## config.mk

```make
export PLATFORM = sky130hd
export DESIGN_NAME = glove_tracker
export DESIGN_NICKNAME = d
export VERILOG_FILES = /design/src/rtl/glove_tracker.sv
export SDC_FILE = /design/constraint.sdc
export NUM_CORES = 1
export LEC_CHECK = 0
export BUFFER_PORTS_ARGS = -buffer_cell sky130_fd_sc_hd__clkbuf_2
export CORE_MARGIN = 2
export CORE_UTILIZATION = 45
export CTS_CLUSTER_DIAMETER = 60
export CTS_CLUSTER_SIZE = 14
export DETAILED_ROUTE_END_ITERATION = 8
export GPL_TIMING_DRIVEN = 0
export PLACE_DENSITY = 0.65
export RECOVER_POWER = 25
export SETUP_SLACK_MARGIN = 0.15
export SLEW_MARGIN = 20
export SYNTH_ARGS = -nofsm -noshare
export SYNTH_HDL_FRONTEND = slang
export SYNTH_SLANG_ARGS = --single-unit
```

## constraint.sdc

```tcl
create_clock -name vclock -period 3.6 [get_ports vclock]
set_input_delay 0.18 -clock vclock [delete_from_list [all_inputs] [get_ports vclock]]
set_output_delay 0.18 -clock vclock [all_outputs]
set_load 0.02 [all_outputs]
```

## src/rtl/glove_tracker.sv

```systemverilog
// glove_tracker: thresholds a raw RGB stream, accumulates centroid sums per frame
// and publishes the glove position. Define GLOVE_BBOX_EN to add bounding-box outputs.
module glove_tracker #(
  parameter logic [7:0]  R_MIN     = 8'hC0,
  parameter logic [7:0]  G_MAX     = 8'h40,
  parameter logic [7:0]  B_MAX     = 8'h40,
  parameter int unsigned MIN_COUNT = 64
) (
  input  logic        vclock,
  input  logic        reset_n,
  input  logic        hsync,
  input  logic        vsync,
  input  logic        blank,
  input  logic [23:0] pixel,
  output logic [10:0] glove_x,
  output logic [9:0]  glove_y,
  output logic        glove_found,
  output logic        pos_valid,
  output logic        overrun
`ifdef GLOVE_BBOX_EN
  ,
  output logic [10:0] bbox_xmin,
  output logic [10:0] bbox_xmax,
  output logic [9:0]  bbox_ymin,
  output logic [9:0]  bbox_ymax
`endif
);

  // state | meaning
  // IDLE  | waiting for a frame end (vsync falling edge)
  // CHECK | latched match count compared against MIN_COUNT
  // DIV   | one restoring-divide step per cycle, iter counts down 29..0
  // DONE  | publish centroid and raise pos_valid

  localparam logic [19:0] MIN_CNT = 20'(MIN_COUNT);
  localparam logic [10:0] COL_MAX = 11'd1023;
  localparam logic [9:0]  ROW_MAX = 10'd767;

  typedef enum logic [1:0] {IDLE, CHECK, DIV, DONE} state_t;
  state_t state, state_nxt;

  logic        hs_r, vs_r, bl_r, hs_d, vs_d, bl_d;
  logic [23:0] px_r;
  logic        hs_fall, vs_fall, bl_rise, match;

  logic [10:0] col;
  logic [9:0]  row;
  logic        line_act;
  logic [29:0] sum_x, sum_y;
  logic [19:0] cnt;

  logic [29:0] num_x, num_y;
  logic [19:0] rem_x, rem_y, den;
  logic [4:0]  iter;
  logic [20:0] shx, shy;
  logic [19:0] dfx, dfy;
  logic        gex, gey;
  logic        pv_nxt, found_nxt, publish;

  always_ff @(posedge vclock or negedge reset_n) begin
    if (!reset_n) begin
      {hs_r, vs_r, bl_r, hs_d, vs_d, bl_d} <= '0;
      px_r <= '0;
    end else begin
      hs_r <= hsync;
      vs_r <= vsync;
      bl_r <= blank;
      px_r <= pixel;
      hs_d <= hs_r;
      vs_d <= vs_r;
      bl_d <= bl_r;
    end
  end

  assign hs_fall = hs_d & ~hs_r;
  assign vs_fall = vs_d & ~vs_r;
  assign bl_rise = ~bl_d & bl_r;
  assign match   = ~bl_r && (px_r[23:16] >= R_MIN) && (px_r[15:8] <= G_MAX)
                   && (px_r[7:0] <= B_MAX);

  // Frame end clears the accumulators even when the frame itself is dropped.
  always_ff @(posedge vclock or negedge reset_n) begin
    if (!reset_n) begin
      col      <= '0;
      row      <= '0;
      line_act <= 1'b0;
      sum_x    <= '0;
      sum_y    <= '0;
      cnt      <= '0;
    end else begin
      if (hs_fall)
        col <= '0;
      else if (!bl_r && col != COL_MAX)
        col <= col + 11'd1;

      if (vs_fall) begin
        row      <= '0;
        line_act <= 1'b0;
      end else if (bl_rise) begin
        line_act <= 1'b0;
        if (line_act && row != ROW_MAX)
          row <= row + 10'd1;
      end else if (!bl_r) begin
        line_act <= 1'b1;
      end

      if (vs_fall) begin
        sum_x <= '0;
        sum_y <= '0;
        cnt   <= '0;
      end else if (match) begin
        sum_x <= sum_x + {19'd0, col};
        sum_y <= sum_y + {20'd0, row};
        cnt   <= cnt + 20'd1;
      end
    end
  end

  assign shx = {rem_x, num_x[29]};
  assign shy = {rem_y, num_y[29]};
  assign gex = shx >= {1'b0, den};
  assign gey = shy >= {1'b0, den};
  assign dfx = shx[19:0] - den;
  assign dfy = shy[19:0] - den;

  always_ff @(posedge vclock or negedge reset_n) begin
    if (!reset_n)
      state <= IDLE;
    else
      state <= state_nxt;
  end

  always_comb begin
    state_nxt = state;
    pv_nxt    = 1'b0;
    found_nxt = glove_found;
    publish   = 1'b0;
    case (state)
      IDLE:  if (vs_fall) state_nxt = CHECK;
      CHECK: begin
        if (den == 20'd0 || den < MIN_CNT) begin
          state_nxt = IDLE;
          pv_nxt    = 1'b1;
          found_nxt = 1'b0;
        end else begin
          state_nxt = DIV;
        end
      end
      DIV:   if (iter == 5'd0) state_nxt = DONE;
      DONE: begin
        state_nxt = IDLE;
        pv_nxt    = 1'b1;
        found_nxt = 1'b1;
        publish   = 1'b1;
      end
      default: state_nxt = IDLE;
    endcase
  end

  // num_x/num_y hold the dividends and fill up with quotient bits as they shift.
  always_ff @(posedge vclock or negedge reset_n) begin
    if (!reset_n) begin
      num_x       <= '0;
      num_y       <= '0;
      rem_x       <= '0;
      rem_y       <= '0;
      den         <= '0;
      iter        <= '0;
      glove_x     <= '0;
      glove_y     <= '0;
      glove_found <= 1'b0;
      pos_valid   <= 1'b0;
      overrun     <= 1'b0;
    end else begin
      overrun     <= vs_fall && (state != IDLE);
      pos_valid   <= pv_nxt;
      glove_found <= found_nxt;
      if (vs_fall && state == IDLE) begin
        num_x <= sum_x;
        num_y <= sum_y;
        den   <= cnt;
      end else if (state == CHECK) begin
        rem_x <= '0;
        rem_y <= '0;
        iter  <= 5'd29;
      end else if (state == DIV) begin
        num_x <= {num_x[28:0], gex};
        num_y <= {num_y[28:0], gey};
        rem_x <= gex ? dfx : shx[19:0];
        rem_y <= gey ? dfy : shy[19:0];
        iter  <= iter - 5'd1;
      end
      if (publish) begin
        glove_x <= num_x[10:0];
        glove_y <= (num_y > {20'd0, ROW_MAX}) ? ROW_MAX : num_y[9:0];
      end
    end
  end

`ifdef GLOVE_BBOX_EN
  logic [10:0] run_xmin, run_xmax, op_xmin, op_xmax;
  logic [9:0]  run_ymin, run_ymax, op_ymin, op_ymax;

  always_ff @(posedge vclock or negedge reset_n) begin
    if (!reset_n) begin
      run_xmin  <= COL_MAX;
      run_xmax  <= '0;
      run_ymin  <= ROW_MAX;
      run_ymax  <= '0;
      op_xmin   <= '0;
      op_xmax   <= '0;
      op_ymin   <= '0;
      op_ymax   <= '0;
      bbox_xmin <= '0;
      bbox_xmax <= '0;
      bbox_ymin <= '0;
      bbox_ymax <= '0;
    end else begin
      if (vs_fall) begin
        run_xmin <= COL_MAX;
        run_xmax <= '0;
        run_ymin <= ROW_MAX;
        run_ymax <= '0;
        if (state == IDLE) begin
          op_xmin <= run_xmin;
          op_xmax <= run_xmax;
          op_ymin <= run_ymin;
          op_ymax <= run_ymax;
        end
      end else if (match) begin
        if (col < run_xmin) run_xmin <= col;
        if (col > run_xmax) run_xmax <= col;
        if (row < run_ymin) run_ymin <= row;
        if (row > run_ymax) run_ymax <= row;
      end
      if (publish) begin
        bbox_xmin <= op_xmin;
        bbox_xmax <= op_xmax;
        bbox_ymin <= op_ymin;
        bbox_ymax <= op_ymax;
      end
    end
  end
`endif

endmodule

```

-- After elaboration in Yosys (flattened, before gate mapping)
Cells that the tools add are included.
Widths: inputs -> output; s select.
- register bits after elaboration: 283
- bits in latches: 0
- memory bits (writable): 0
- bits in read-only memories: 0
- input bits: 29
- output and inout bits: 24
- logic and storage cells: 121
- memories: 0
- add/subtract/negate cells: 8
- $mul: 0
- div/mod/pow operators: 0
- $lt $le $gt $ge: 7
- equal/unequal tests: 10
- shifts and indexed selects: 0
- multiplexer cells: 38
- bitwise gates (word level): 8
- reductions and logical operators: 25
- operator list (kind ; number):
    $mux 30 ; 10
    $mux 20 ; 8
    $ge 21x20->1 ; 2
    $mux 10 ; 4
    $sub 20x20->20 ; 2
    $add 30x10->30 ; 1
    $add 30x11->30 ; 1
    $gt 30x10->1 const B ; 1
    $mux 11 ; 2
    $add 20x1->20 const B ; 1
    $logic_not 20->1 ; 1
    $lt 20x7->1 const B ; 1
    $le 8x7->1 const B ; 2
    $reduce_bool 2->1 ; 8
    $add 11x1->11 const B ; 1
    $ne 11x10->1 const B ; 1
    $add 10x1->10 const B ; 1
    $mux 5 ; 2
    $ne 10x10->1 const B ; 1
    $reduce_and 2->1 ; 5
    $ge 8x8->1 const B ; 1
    $ne 2x2->1 const B ; 4
    $pmux 2 s4 ; 1
    $logic_and 1x1->1 ; 7
    13 further kinds ; 28

-- Depth between registers and ports, before layout
- word-level depth: 6
- gate-level depth with buffers: 12
- mapped depth without buffers: 11

-- Worst setup path after synthesis
Ideal clock, no wire load.
- path kind: register to register
- start point: reg rem_y[2]
- end point: reg rem_y[12]
- setup time: 0.132 ns
- data arrival time: 2.573 ns
- required time: 3.468 ns
- setup slack: 0.896 ns
- cell stages (with the launch flop): 11
- path buffers: 1
- period minus slack after synthesis: 2.704 ns
- cell sequence: dfrtp_1 ha_1 a21o_1 a21oi_2 a211oi_1 or3_4 o2111a_1 nor4_4 buf_4 mux2i_1 o2bb2ai_1
- cells in the longest elaborated chain, start to end: 4
- elaborated cells between the ends (all ways): 5
- classes of those cells: add/sub: 1; order compare: 1; mux: 3
- RTL lines (what ; line ; text):
    start, declared ; 53 ; logic [19:0] rem_x, rem_y, den;
    start signal, assigned ; 190 ; rem_y <= gey ? dfy : shy[19:0];
    $sub 20x20->20 / $ge 21x20->1 (equally long branches) ; 124, 122 ;
    $mux 20 * ; 190 ;
    $mux 20 * ; 186 ; end else if (state == DIV) begin
    $mux 20 * ; 182 ; end else if (state == CHECK) begin
Every way passes the cells marked *; elsewhere a longest branch is shown, timed or not. The select of a mux whose other input is x is not followed.
A chain may end at the register's enable or synchronous reset.

-- Final worst setup path
- start point: reg den[8]
- end point: reg rem_y[12]
- cells in the longest elaborated chain, start to end: 4
- elaborated cells between the ends (all ways): 5
- classes of those cells: add/sub: 1; order compare: 1; mux: 3
- RTL lines (what ; line ; text):
    start, declared ; 53 ;
    start signal, assigned ; 181 ; den <= cnt;
    $sub 20x20->20 / $ge 21x20->1 (equally long branches) ; 124, 122 ;
    $mux 20 * ; 190 ;
    $mux 20 * ; 186 ;
    $mux 20 * ; 182 ;
Marked as above.

==> flow_metrics.tcl <==
set metrics [dict create \
    synth_warnings 0 \
    most-common-layout-cells "sky130_fd_sc_hd__dfrtp_1, sky130_fd_sc_hd__nand2_1, sky130_fd_sc_hd__o21ai_0" \
    failing_checks "capacitance limit, slew limit" \
    clock_path_buffers 3 \
    grt_use_total_pct 21.5 \
    avgSynthCellArea_sq_um 9.70 \
    async_s_r_ff_share_synth_pct 100 \
    postSynthCellCount 1521 \
    place_area_sq_um 15600 \
    fraction_of_synthesized_cell_area_taken_by_the_top_area_cell_type_pct 47.0 \
    finalWorstPathRequiredPeriod_ns 3.17 \
    placement_rows 66 \
    nets_in_the_synthesized_netlist 1624 \
    antenna_found_initial 1 \
    initial_utilization_pct 45.5 \
    setup_repair_after_global_routing_missed_its_margin "no" \
    synth_edf_count 0 \
    vdd.ir_drop.worst_mv 0.420 \
    fin_crit_sh_pct 88.1 \
    drt.antenna.violating_nets 0 \
    p_leak_nw 7.63 \
    ys_top_cells_by_area "sky130_fd_sc_hd__dfrtp_1, sky130_fd_sc_hd__ha_1, sky130_fd_sc_hd__mux2i_1" \
    kind_of_end_point_of_the_critical_path "register" \
    globalRouteOverflowTotal 0 \
    grt_start_max_net_pins 94 \
    die_w_um 185 \
    outcome "complete, but fails checks" \
    synth.lib_cells_used.distinct 63 \
    cts-htree-levels 1 \
    worstSetupPathType "reg2reg" \
    holdWs_ns 0.259 \
    critical_path.cell_chain "inv_1 > ha_1 > a21oi_2 > o21ai_1 > nor2b_1 > or3_4 > o2111a_1 > nor4_4 > buf_4 > mux2i_1 > o2bb2ai_1" \
    drv.max_cap_violation_count 1 \
    post-synth-top-area-cell "sky130_fd_sc_hd__dfrtp_1" \
    initialDrtViolationCount 783 \
    syn_to_final_growth_pct 13.7 \
    crit_path_max_fanout 10 \
    worstSkewPairLatency_ns 0.57 \
    tritoncts_num_sinks 277 \
    worst_clock_skew_ns 0.0190 \
    final_common_cell "sky130_fd_sc_hd__dfrtp_1" \
    vias_per_cell 5.55 \
    worst_setup_hold_path_clk_slew_ns 0.06 \
    coreArea_sq_um 32500 \
    top_level_ports 53 \
    timing.fmax_mhz 315 \
    chipHeight_um 185 \
    grt_first_pass_wirelength_mm 59.0 \
    cp_data_required_time_ns 4.01 \
    worst_setup_path_start_kind "register" \
    detailroute.via_count 11500 \
    max-slew-margin-rel_pct -92.3 \
    timing_hold_violations_final 0 \
    first_pass_iters 5 \
    arrival_time_at_the_worst_endpoint_ns 3.58 \
    setup_violations 0 \
    synth_seq_area_share_pct 47.0 \
    dpl.hpwl_mm 25.9 \
    max_slew.worst_pin.slew_ns 2.88 \
    routedWlPerCell_um 17.2 \
    number_of_global_route_vias_before_repair 11400 \
    synth_seq_cells 277 \
    drive_above_1_share_pct 7.33 \
    drc 0 \
    floorplan.die_area_sq_um 34300 \
    tritoncts.num_buffers 29 \
    cts_tree "built" \
    synth-main-ff-cell "sky130_fd_sc_hd__dfrtp_1" \
    final_net_count 1726 \
    power_density_nw_per_um2 627 \
    finalWeightedCongestion 0.891 \
    crit_path_top_delay_cell "sky130_fd_sc_hd__or3_4" \
    mapped_cell_area_sq_um 14800 \
    stdcell_area_sq_um 16800 \
    fin_total_pwr_mw 10.5 \
    timing.final.max_slew_violations 60 \
    portBuffers 46 \
    root_buffer "sky130_fd_sc_hd__clkbuf_16" \
    min-delay-path-class "in2reg" \
    cpPeakStageDelay_ns 0.41 \
    antenna_cells 0 \
    drt_wl_total_mm 35.8 \
]
## final cells by class
| class | instances | area [sq um] |
|---|---|---|
| buffer | 63 | 255 |
| multi-input combinational | 1133 | 7390 |
| timing repair buffer | 71 | 541 |
| tap | 442 | 553 |
| clock inverter | 12 | 161 |
| inverter | 48 | 180 |
| sequential | 277 | 6930 |
| clock buffer | 33 | 761 |
| fill | 2914 | 15700 |
## routing by layer
layer	track usage (%)	share of wire (%)	vias up
li1	-	-	5605
met1	29.7	47	5641
met2	35.5	46	244
met3	3.60	4.8	52
met4	5.08	2.0	0
met5	0	0	-
## worst max-delay path, delay by kind of cell, from the launching register on
| kind | cells | cell delay (ns) |
|---|---|---|
| AOI/OAI and AO/OA | 4 | 0.67 |
| adders and majority gates | 1 | 0.36 |
| buffers and inverters | 2 | 0.46 |
| DFF | 1 | 0.38 |
| muxes | 1 | 0.23 |
| and+or+nand+nor | 3 | 0.93 |
## worst paths after layout
kind                       slack, ns  cells after the start       from         to
max                             0.43                     11     den[8]  rem_y[12]
min                             0.26                      2  pixel[13]   px_r[13]
max reg2reg                     0.43                     11     den[8]  rem_y[12]
min reg2reg                     0.38                      0       hs_r       hs_d
max in group asynchronous       0.68                      4    reset_n   sum_x[4]
min in group asynchronous       1.12                      2    reset_n  rem_x[14]
## through the flow
stage	cells	util (%)	worst slack, ns	setup TNS [ns]
final	2079	51.7	0.429	0
after global placement	2009	47.9	-3.51	-963.13
after CTS	2079	51.7	0.339	0
after global routing	2079	51.7	0.117	0
after floorplan	1521	-	0.896	0
after detailed placement	2012	48.2	0.365	0
## logic make-up (layout without fill, tap and decap cells)
family,Yosys count,count (layout),share of synthesized area (%)
AO/OA/AOI/OAI,368,368,15.4
multiplexers,91,91,6.27
flip-flops,277,277,47.0
XOR/XNOR,111,111,6.59
adder cells (fa/ha/maj),74,74,6.48
buffers and inverters,111,227,2.94
AND/OR/NAND/NOR,489,489,15.3
## synthesized netlist by cell type, types with 23 or more instances
master and count:
sky130_fd_sc_hd__nand3_1 35, sky130_fd_sc_hd__clkbuf_1 55, sky130_fd_sc_hd__inv_1 47, sky130_fd_sc_hd__o21ai_0 140, sky130_fd_sc_hd__dfrtp_1 277, sky130_fd_sc_hd__mux2i_1 79
sky130_fd_sc_hd__ha_1 70, sky130_fd_sc_hd__nand4_1 23, sky130_fd_sc_hd__a21oi_1 88, sky130_fd_sc_hd__xor2_1 49, sky130_fd_sc_hd__nor3_1 26, sky130_fd_sc_hd__nor2_1 134
sky130_fd_sc_hd__xnor2_1 62, sky130_fd_sc_hd__o2bb2ai_1 23, sky130_fd_sc_hd__nand2_1 180
## what timing repair did
| item | CTS | global route |
|---|---|---|
| hold buffers | 22 | 0 |
| gates resized for setup | 0 | 3 |
| buffers inserted | 0 | 0 |
| setup endpoints to repair | 0 | 7 |
| hold endpoints to repair | 80 | 0 |
## flip-flops by register name, indices dropped and copies added (netlist names), 11 cells and up, named ones only
register,flops
cnt,20
col,11
den,20
glove_x,11
num_x,30
num_y,30
px_r,18
rem_x,20
rem_y,20
sum_x,30
sum_y,30
## power by group
part           internal (mW)  switching (mW)  total (mW)
clock network           1.67            1.29        2.95
registers               3.39           0.241        3.63
logic                   1.59            2.34        3.94
total                   6.65            3.87        10.5
Note: power is estimated with default switching activity, not from simulation.
